===== config.mk =====
export PLATFORM = sky130hd
export DESIGN_NAME = regfile_wb_arbiter_flat
export DESIGN_NICKNAME = d
export VERILOG_FILES = /design/src/rtl/regfile_wb_arbiter_pkg.sv /design/src/rtl/regfile_wb_arbiter_if.sv /design/src/rtl/regfile_wb_arbiter_wb_scoreboard.sv /design/src/rtl/regfile_wb_arbiter.sv /design/src/flat_wrapper.sv
export SDC_FILE = /design/constraint.sdc
export NUM_CORES = 1
export LEC_CHECK = 0
export CORE_MARGIN = 1
export CORE_UTILIZATION = 42
export CTS_CLUSTER_SIZE = 20
export DETAILED_ROUTE_END_ITERATION = 8
export PLACE_DENSITY_LB_ADDON = 0.12
export SKIP_LAST_GASP = 1
export SLEW_MARGIN = 25
export SYNTH_ARGS = -nofsm -noshare
export SYNTH_HDL_FRONTEND = slang
export SYNTH_SLANG_ARGS = --single-unit

===== constraint.sdc =====
create_clock -name clk -period 3.15 [get_ports clk]
set_clock_uncertainty 0.2 [all_clocks]
set_input_delay 0.7875 -clock clk [delete_from_list [all_inputs] [get_ports clk]]
set_output_delay 0.7875 -clock clk [all_outputs]
set_load 0.02 [all_outputs]

===== src/rtl/regfile_wb_arbiter_pkg.sv =====
// Shared types and sizes for the register-file writeback arbiter slice.
// Latency: n/a (types and constants only).
// Backpressure: n/a.
package regfile_wb_arbiter_pkg;

    localparam int RF_DATA_W = 32;
    localparam int RF_ADDR_W = 5;
    localparam int RF_NREG   = 32;

    // One writeback request as seen by the arbiter.
    typedef struct packed {
        logic                 valid;
        logic [RF_ADDR_W-1:0] addr;
        logic [RF_DATA_W-1:0] data;
    } wbReq_t;

    // Requester identity, also used as the round-robin last-grant pointer.
    typedef enum logic {
        WB_ALU = 1'b0,
        WB_MEM = 1'b1
    } wbReqId_e;

endpackage


===== src/rtl/regfile_wb_arbiter_if.sv =====
// Writeback request channel (valid/addr/data with a ready return).
// Latency: n/a (wires only).
// Backpressure: ready low means the requester must hold valid/addr/data.
// Ports: valid, addr, data driven by the requester; ready driven by the arbiter.
interface regfile_wb_arbiter_if
    import regfile_wb_arbiter_pkg::*;
#(
    parameter int ADDR_W = RF_ADDR_W,
    parameter int DATA_W = RF_DATA_W
) ();

    logic              valid;
    logic [ADDR_W-1:0] addr;
    logic [DATA_W-1:0] data;
    logic              ready;

    modport master (output valid, addr, data, input ready);
    modport slave  (input valid, addr, data, output ready);

endinterface


===== src/rtl/regfile_wb_arbiter_wb_scoreboard.sv =====
// Pending-write scoreboard: one bit per register, set at issue, cleared at commit.
// Latency: pending updates at the clock edge; hazard/bypass lookups are combinational.
// Backpressure: none; decode stalls on hazardN and must not double-issue a pending register.
// Ports: issue*, commit* (output-stage write), chkAddr1/2 lookups, hazard1/2, pending,
// byp*Hit/byp*Data when built with WB_BYPASS_EN.
module wb_scoreboard
    import regfile_wb_arbiter_pkg::*;
#(
    parameter int DATA_W = RF_DATA_W,
    parameter int ADDR_W = RF_ADDR_W,
    parameter int NREG   = RF_NREG
) (
    input  logic              clk,
    input  logic              rst,
    input  logic              issueValid,
    input  logic [ADDR_W-1:0] issueAddr,
    input  logic              commitVld,
    input  logic [ADDR_W-1:0] commitAddr,
`ifdef WB_BYPASS_EN
    input  logic [DATA_W-1:0] commitData,
    output logic              byp1Hit,
    output logic              byp2Hit,
    output logic [DATA_W-1:0] byp1Data,
    output logic [DATA_W-1:0] byp2Data,
`endif
    input  logic [ADDR_W-1:0] chkAddr1,
    input  logic [ADDR_W-1:0] chkAddr2,
    output logic              hazard1,
    output logic              hazard2,
    output logic [NREG-1:0]   pending
);

    logic [NREG-1:0] pendingNxt;

    // Clear first, then set: an issue to the register being committed
    // belongs to a newer producer, so its bit must survive.
    always_comb begin
        pendingNxt = pending;
        if (commitVld) begin
            pendingNxt[commitAddr] = 1'b0;
        end
        if (issueValid && issueAddr != '0) begin
            pendingNxt[issueAddr] = 1'b1;
        end
        pendingNxt[0] = 1'b0;
    end

    always_ff @(posedge clk or negedge rst) begin
        if (!rst) begin
            pending <= '0;
        end else begin
            pending <= pendingNxt;
        end
    end

`ifdef WB_BYPASS_EN
    // The value being written this cycle can be forwarded straight to decode,
    // which removes the one-cycle hazard window before the pending bit clears.
    assign byp1Hit  = commitVld && commitAddr == chkAddr1 && chkAddr1 != '0;
    assign byp2Hit  = commitVld && commitAddr == chkAddr2 && chkAddr2 != '0;
    assign byp1Data = commitData;
    assign byp2Data = commitData;
    assign hazard1  = pending[chkAddr1] && chkAddr1 != '0 && !byp1Hit;
    assign hazard2  = pending[chkAddr2] && chkAddr2 != '0 && !byp2Hit;
`else
    assign hazard1  = pending[chkAddr1] && chkAddr1 != '0;
    assign hazard2  = pending[chkAddr2] && chkAddr2 != '0;
`endif

endmodule


===== src/rtl/regfile_wb_arbiter.sv =====
// Round-robin arbiter sharing the register-file write port between ALU and load writebacks,
// plus the pending-write scoreboard. Optional forwarding is built with WB_BYPASS_EN.
// Latency: transfer at edge N drives rf_regWrite during cycle N+1.
// Backpressure: ready is combinational (grant, gated by reset); the loser holds its request.
// Ports: clk, rst (async active-low); aluIf/memIf request channels; issue_*/chk_addr* scoreboard
// access; hazard1/2, pending; rf_regWrite/rf_writeAddr/rf_writeData; byp* with WB_BYPASS_EN.
module regfile_wb_arbiter
    import regfile_wb_arbiter_pkg::*;
#(
    parameter int DATA_W = RF_DATA_W,
    parameter int ADDR_W = RF_ADDR_W,
    parameter int NREG   = RF_NREG
) (
    input  logic                     clk,
    input  logic                     rst,
    regfile_wb_arbiter_if.slave      aluIf,
    regfile_wb_arbiter_if.slave      memIf,
    input  logic                     issue_valid,
    input  logic [ADDR_W-1:0]        issue_addr,
    input  logic [ADDR_W-1:0]        chk_addr1,
    input  logic [ADDR_W-1:0]        chk_addr2,
    output logic                     hazard1,
    output logic                     hazard2,
    output logic [NREG-1:0]          pending,
`ifdef WB_BYPASS_EN
    output logic                     byp1_hit,
    output logic                     byp2_hit,
    output logic [DATA_W-1:0]        byp1_data,
    output logic [DATA_W-1:0]        byp2_data,
`endif
    output logic                     rf_regWrite,
    output logic [ADDR_W-1:0]        rf_writeAddr,
    output logic [DATA_W-1:0]        rf_writeData
);

    wbReq_t   aluReq;
    wbReq_t   memReq;
    wbReq_t   winReq;
    wbReqId_e lastGrant;
    logic     aluGnt;
    logic     memGnt;

    // On a tie the requester that did not win last time goes first.
    // winReq.valid doubles as "a transfer happens this cycle".
    always_comb begin
        aluReq = '{valid: aluIf.valid, addr: aluIf.addr, data: aluIf.data};
        memReq = '{valid: memIf.valid, addr: memIf.addr, data: memIf.data};
        aluGnt = aluReq.valid && (!memReq.valid || lastGrant == WB_MEM);
        memGnt = memReq.valid && (!aluReq.valid || lastGrant == WB_ALU);
        winReq = '0;
        if (aluGnt) begin
            winReq = aluReq;
        end
        if (memGnt) begin
            winReq = memReq;
        end
    end

    // Reset forces ready low so nothing is accepted while state is being cleared.
    assign aluIf.ready = rst && aluGnt;
    assign memIf.ready = rst && memGnt;

    always_ff @(posedge clk or negedge rst) begin
        if (!rst) begin
            lastGrant    <= WB_MEM;
            rf_regWrite  <= 1'b0;
            rf_writeAddr <= '0;
            rf_writeData <= '0;
        end else begin
            rf_regWrite <= 1'b0;
            if (winReq.valid) begin
                lastGrant    <= memGnt ? WB_MEM : WB_ALU;
                // Writes to r0 are accepted and dropped here.
                rf_regWrite  <= winReq.addr != '0;
                rf_writeAddr <= winReq.addr;
                rf_writeData <= winReq.data;
            end
        end
    end

    wb_scoreboard #(
        .DATA_W (DATA_W),
        .ADDR_W (ADDR_W),
        .NREG   (NREG)
    ) uScoreboard (
        .clk        (clk),
        .rst        (rst),
        .issueValid (issue_valid),
        .issueAddr  (issue_addr),
        .commitVld  (rf_regWrite),
        .commitAddr (rf_writeAddr),
`ifdef WB_BYPASS_EN
        .commitData (rf_writeData),
        .byp1Hit    (byp1_hit),
        .byp2Hit    (byp2_hit),
        .byp1Data   (byp1_data),
        .byp2Data   (byp2_data),
`endif
        .chkAddr1   (chk_addr1),
        .chkAddr2   (chk_addr2),
        .hazard1    (hazard1),
        .hazard2    (hazard2),
        .pending    (pending)
    );

endmodule


===== src/flat_wrapper.sv =====
// flat-port wrapper written by rule: the top's interface ports become plain ports
module regfile_wb_arbiter_flat import regfile_wb_arbiter_pkg::*;
#(
    parameter int DATA_W = RF_DATA_W,
    parameter int ADDR_W = RF_ADDR_W,
    parameter int NREG   = RF_NREG
)
  (clk, rst, issue_valid, issue_addr, chk_addr1, chk_addr2, hazard1, hazard2, pending, rf_regWrite, rf_writeAddr, rf_writeData, aluIf_valid, aluIf_addr, aluIf_data, aluIf_ready, memIf_valid, memIf_addr, memIf_data, memIf_ready);
  regfile_wb_arbiter_if #(.ADDR_W(ADDR_W), .DATA_W(DATA_W)) aluIf_i ();
  regfile_wb_arbiter_if #(.ADDR_W(ADDR_W), .DATA_W(DATA_W)) memIf_i ();
  input  logic clk;
  input  logic rst;
  input  logic issue_valid;
  input  logic [ADDR_W-1:0] issue_addr;
  input  logic [ADDR_W-1:0] chk_addr1;
  input  logic [ADDR_W-1:0] chk_addr2;
  output logic hazard1;
  output logic hazard2;
  output logic [NREG-1:0] pending;
  output logic rf_regWrite;
  output logic [ADDR_W-1:0] rf_writeAddr;
  output logic [DATA_W-1:0] rf_writeData;
  input wire logic [$bits(aluIf_i.valid)-1:0] aluIf_valid;
  input wire logic [$bits(aluIf_i.addr)-1:0] aluIf_addr;
  input wire logic [$bits(aluIf_i.data)-1:0] aluIf_data;
  output wire logic [$bits(aluIf_i.ready)-1:0] aluIf_ready;
  input wire logic [$bits(memIf_i.valid)-1:0] memIf_valid;
  input wire logic [$bits(memIf_i.addr)-1:0] memIf_addr;
  input wire logic [$bits(memIf_i.data)-1:0] memIf_data;
  output wire logic [$bits(memIf_i.ready)-1:0] memIf_ready;
  assign aluIf_i.valid = aluIf_valid;
  assign aluIf_i.addr = aluIf_addr;
  assign aluIf_i.data = aluIf_data;
  assign aluIf_ready = aluIf_i.ready;
  assign memIf_i.valid = memIf_valid;
  assign memIf_i.addr = memIf_addr;
  assign memIf_i.data = memIf_data;
  assign memIf_ready = memIf_i.ready;
  regfile_wb_arbiter #(.DATA_W(DATA_W), .ADDR_W(ADDR_W), .NREG(NREG)) u_core (.clk(clk), .rst(rst), .aluIf(aluIf_i), .memIf(memIf_i), .issue_valid(issue_valid), .issue_addr(issue_addr), .chk_addr1(chk_addr1), .chk_addr2(chk_addr2), .hazard1(hazard1), .hazard2(hazard2), .pending(pending), .rf_regWrite(rf_regWrite), .rf_writeAddr(rf_writeAddr), .rf_writeData(rf_writeData));
endmodule

* Yosys cells after proc, flatten, opt, wreduce, memory -nomap -nowiden *
Index checks and enable logic that the tools add are counted.

storage, ports and cells
  bits in registers = 70
  input port bits = 94
  output and inout bits = 74
  word-level logic and storage cells = 46

cells by class
  $lt $le $gt $ge = 6
  mux-type cells = 14
  bitwise operators = 4
  reductions and logical operators = 17

operators with widths
  cell                                                                           count
  38-bit 2-to-1 mux                                                              2
  32-bit 2-to-1 mux                                                              2
  32-bit AND                                                                     1
  32-bit inverter                                                                1
  32-bit bitwise OR                                                              1
  5-bit by 6-bit less-than comparator with 1-bit output (second input constant)  4
  5-bit nonzero test                                                             4
  1-bit binary-select mux with 5-bit select                                      2
  1-bit demux with 5-bit select                                                  2
  5-bit by 1-bit >= comparator with 1-bit output (second input constant)         2
  1-bit logical AND                                                              9
  1-bit 2-to-1 mux                                                               6
  1-bit zero test                                                                2
  1-bit logical OR                                                               2
  1-bit inverter                                                                 1

* Longest topological paths before layout *
  depth after elaboration = 9
  mapped depth = 7
  mapped depth without buffers = 4

* Cells and area by module *
A second synthesis with hierarchy kept.

unflattened totals
  cells, all modules = 411
  area, all modules = 4115.2 um^2

by module, submodules not included
  module              instances  cells an instance  area an instance (um^2)  seq. area each (um^2)
  regfile_wb_arbiter  1          216                2172.1                   977.2
  wb_scoreboard       1          195                1943.1                   775.7

* Least setup slack after synthesis *
No wires, ideal clock.

  kind = input port to output port
  start point = input port chk_addr1[3]
  end point = output port hazard1
  data arrival time = 1903 ps
  data required time = 2162 ps
  slack = 260 ps
  cell stages on the path = 5
  path buffers = 1
  cells stage by stage = buf_6 mux2_1 a311oi_1 a2111oi_1 a221o_1

on the way
  word-level cells in the longest chain between the ends = 3
  elaborated cells between the ends (all ways) = 4
  those cells by class = 2 x mux; 2 x reduce/logical

ends and longest elaborated chain
  element                                    line                                    source
  start, declared                            flat_wrapper.sv:15                      input logic [ADDR_W-1:0] chk_addr1;
  1-bit binary-select mux with 5-bit select  regfile_wb_arbiter_wb_scoreboard.sv:66  assign hazard1 = pending[chkAddr1] && chkAddr1 != '0;
  1-bit 2-to-1 mux (not written as such)     regfile_wb_arbiter_wb_scoreboard.sv:66
  1-bit logical AND *                        regfile_wb_arbiter_wb_scoreboard.sv:66
  end, declared                              flat_wrapper.sv:17                      output logic hazard1;

Mark *: on every way between the ends. The rest lies on a longest branch, timed or not. The select of a mux whose other input is x is not followed.

* Final worst setup path *
  start point = input port chk_addr2[3]
  end point = output port hazard2

on the way
  word-level cells in the longest chain between the ends = 3
  elaborated cells between the ends (all ways) = 4
  those cells by class = 2 x mux; 2 x reduce/logical

ends and longest elaborated chain
  element                                    line                                    source
  start, declared                            flat_wrapper.sv:16                      input logic [ADDR_W-1:0] chk_addr2;
  1-bit binary-select mux with 5-bit select  regfile_wb_arbiter_wb_scoreboard.sv:67  assign hazard2 = pending[chkAddr2] && chkAddr2 != '0;
  1-bit 2-to-1 mux (not written as such)     regfile_wb_arbiter_wb_scoreboard.sv:67
  1-bit logical AND *                        regfile_wb_arbiter_wb_scoreboard.sv:67
  end, declared                              flat_wrapper.sv:18                      output logic hazard2;

Marked as above.

==> key figures <==
Placed design
  – Dpl hpwl: 8830 µm
  – Placed cell areas: about 5500 µm²
  – Buffers on Ports: roughly 170
  – Global placement routability congestion: 0.834

Finish
  – Post-layout nets: ~660
  – Area growth syn-to-layout: 62.8%
  – Design Area, Final: around 6000 µm²
  – Antenna Diode Count: 0
  – Layout cells sized above 1: 17.0%
  – Final core utilization: 71.3%

Hold path
  – Worst Hold Class: in2async

STA
  – WHS: 30.2 ps
  – F_max: between 0.3 and 0.4 GHz
  – Fin. Hold Viols: 0
  – Tmin final: between 3000 and 4000 ps
  – RSZ-0062 raised after global routing: true
  – Tcrit/Tclk final: 100%
  – Final max-slew violation count: 0
  – Slew at the pin closest to its max-slew limit: 694 ps
  – Sum Neg Setup Slack: 0 ps
  – Slew HR: a little over half
  – Final setup violation count: 0

Floorplanning
  – Row count: 33
  – Initial cell density of the core: between 40% and 50%
  – Core area: slightly above 8000 µm²
  – Die width: about 95 µm
  – Die height: between 90 and 100 µm
  – DIE AREA: around 9000 µm²
  – # IOs: between 150 and 200

Global routing
  – Initial antenna violation count: 0
  – Global-route wire length before repair: roughly 19000 µm
  – Global route overflow: 0
  – Largest net degree at the start of global routing: 56
  – Total GRT Usage: 27.8%
  – Vias in the first global route: roughly 3800

Pwr
  – Gate power share: 41.7%
  – Sw Pwr: roughly 1400 µW
  – Sequential power share: between 30 and 40%
  – Sw frac: 36.0%
  – Highest ir drop seen on vdd: around 320 µV
  – Cell area power density: between 600 and 700 nW/µm²
  – Static Leak: between 0.002 and 0.0025 µW
  – Clk pwr share: between 20% and 30%
  – Internal Power: about 2500 µW

Clocking
  – Clock tree from TritonCTS: yes
  – Worst-Skew Late Latency: approximately 350 ps
  – CTS clk-pin slew, worst paths: 70 ps
  – Clock sinks: 70
  – H-tree Lvls: 3
  – Longest Clk Path Bufs: 2
  – CTS Root Cell: clkbuf_8
  – Cts bufs inserted: 9

Synth
  – Synth Instances: around 380
  – Post-Syn Area: roughly 3600 µm²
  – Yosys warning total: 0
  – EDFF count, synth: 0
  – Yosys cell types: 39
  – Syn_nets: approximately 470
  – Yosys reg bits: 70
  – Synth Flop Type: dfrtp_1
  – Post-synthesis sequential area ratio: 48.5%
  – Syn avg cell area: 9.57 µm²
  – Async S/R FF share, synth: 100%

Run status
  – Status: complete, no violations

Critical path
  – Crit path max-delay cell type: mux2_1
  – Peak fanout along the critical path: 5
  – Worst-path cell chain: clkdlybuf4s15_2 -> mux2_1 -> a311oi_2 -> a2111oi_2 -> a221o_1 -> buf_4
  – WP data required: between 2000 and 2500 ps
  – Crit path kind: in2out
  – Slowest cell delay on critical path: ~350 ps
  – WP data arrival: 2160 ps
  – Critical Path End Type: primary output
  – Worst setup SP type: input pin

Routing
  – DRC violations left: 0
  – DR vias: approximately 3800
  – Routed Antenna Nets: 0
  – Initial drt markers: 169
  – Via/cell ratio: ~5.6
  – DR pass1 iterations: 6
  – Drt wl/cell: approximately 18 µm
  – Final WL: ~12000 µm

Run
  – Max Cap Violations: 0
==> power by group through the flow <==
stage / sequential, µW / clock (µW) / combinational (µW)
final: 1410 / 892 / 1650
after global routing: 1450 / 931 / 1770
after detailed placement: 1410 / 0 / 1580
after floorplan: 1630 / 0 / 467
after global placement: 1410 / 0 / 1560
after CTS: 1410 / 897 / 1640
==> path summary, 6_finish.rpt <==
check,startpoint,to,slack [ps],cells past startpoint
worst max register to register,u_core.lastGrant,u_core.rf_writeData[17],1420,6
worst max-delay path,chk_addr2[3],hazard2,1,6
max in group asynchronous,rst,u_core.rf_writeData[16],1860,2
worst min-delay path,rst,u_core.rf_writeData[27],30,1
min in group clk,u_core.lastGrant,u_core.lastGrant,290,2
worst min register to register,u_core.lastGrant,u_core.lastGrant,290,2
==> cell families (layout without fill, tap and decap cells) <==
family | Yosys count | in the layout | share of synthesized area, %
buffers and inverters | 28 | 216 | 3.88
multiplexers | 28 | 28 | 9.97
other | 1 | 1 | 0.104
flip-flops | 70 | 70 | 48.5
AND/OR/NAND/NOR | 130 | 130 | 17.6
AO/OA/AOI/OAI | 121 | 121 | 20.0
==> through the flow <==
step	setup WS, ps	instances	power, µW
finish	1.10	671	3950
floorplan	260	378	2100
global route	-62.8	671	4150
CTS	-0.000222	671	3940
detailed placement	-913	653	2990
global placement	-894	653	2970
==> worst max-delay path, delay by kind of cell <==
family | cells | cell delay, ps
mux | 1 | 350
buf+inv | 2 | 400
compound gates | 3 | 610
==> registers in the layout, indices dropped and copies added, names as in the netlist <==
signal	count
u_core.lastGrant	1
u_core.rf_regWrite	1
u_core.rf_writeData	32
u_core.rf_writeAddr	5
u_core.uScoreboard.pending	31
==> Yosys cell counts, drive strengths merged, types with 3 or more instances <==
library cell | count | area share (%)
mux4 | 4 | 2.9
o22ai | 40 | 6.9
o21ai | 63 | 8.7
mux2i | 12 | 3.3
nand2 | 8 | 0.83
dfrtp | 69 | 48
buf | 16 | 2.6
a2111oi | 4 | 1.0
clkbuf | 9 | 0.93
inv | 3 | 0.31
mux2 | 12 | 3.7
nand3 | 6 | 0.83
or3b | 5 | 1.2
nor2 | 79 | 8.2
nand3b | 10 | 2.1
nor2b | 6 | 1.0
==> metal layers <==
layer	track usage [%]	wire, µm	up-vias
met5	0	0	-
met3	7.25	898	18
li1	-	-	1765
met2	47.8	6020	167
met1	32.2	4690	1833
met4	12.6	237	0
==> cell usage in the layout (no fill, tap or decap), types with 3 or more instances in the layout <==
| cell | instances |
|---|---|
| nor2b_1 | 4 |
| clkbuf_8 | 9 |
| dlymetal6s2s_1 | 3 |
| nor2_1 | 79 |
| nand3b_1 | 10 |
| or3b_2 | 3 |
| mux2_2 | 9 |
| o22ai_1 | 38 |
| inv_1 | 3 |
| o21ai_0 | 63 |
| nand3_1 | 6 |
| a2111oi_2 | 3 |
| buf_2 | 5 |
| clkdlybuf4s50_1 | 152 |
| buf_4 | 28 |
| buf_6 | 5 |
| nand2_1 | 8 |
| mux4_2 | 3 |
| mux2i_1 | 11 |
| bufinv_16 | 3 |
| dfrtp_1 | 69 |
==> cell type report <==
cell class | count | area [µm²]
clock buffers | 9 | 124
clock inverters | 7 | 121
fillers | 645 | 2370
inverters | 3 | 11.3
multi-input cells | 280 | 1840
flip-flops and latches | 70 | 1750
well taps | 105 | 131
repair buffers | 197 | 1910
==> repair_timing <==
item | CTS | global route
resized for setup | 67 | 13
hold buffers | 0 | 0
setup buffers | 3 | 0
endpoints found under the setup margin | 2 | 4
pin swaps | 6 | 2
(Power assumes the default switching activity.)
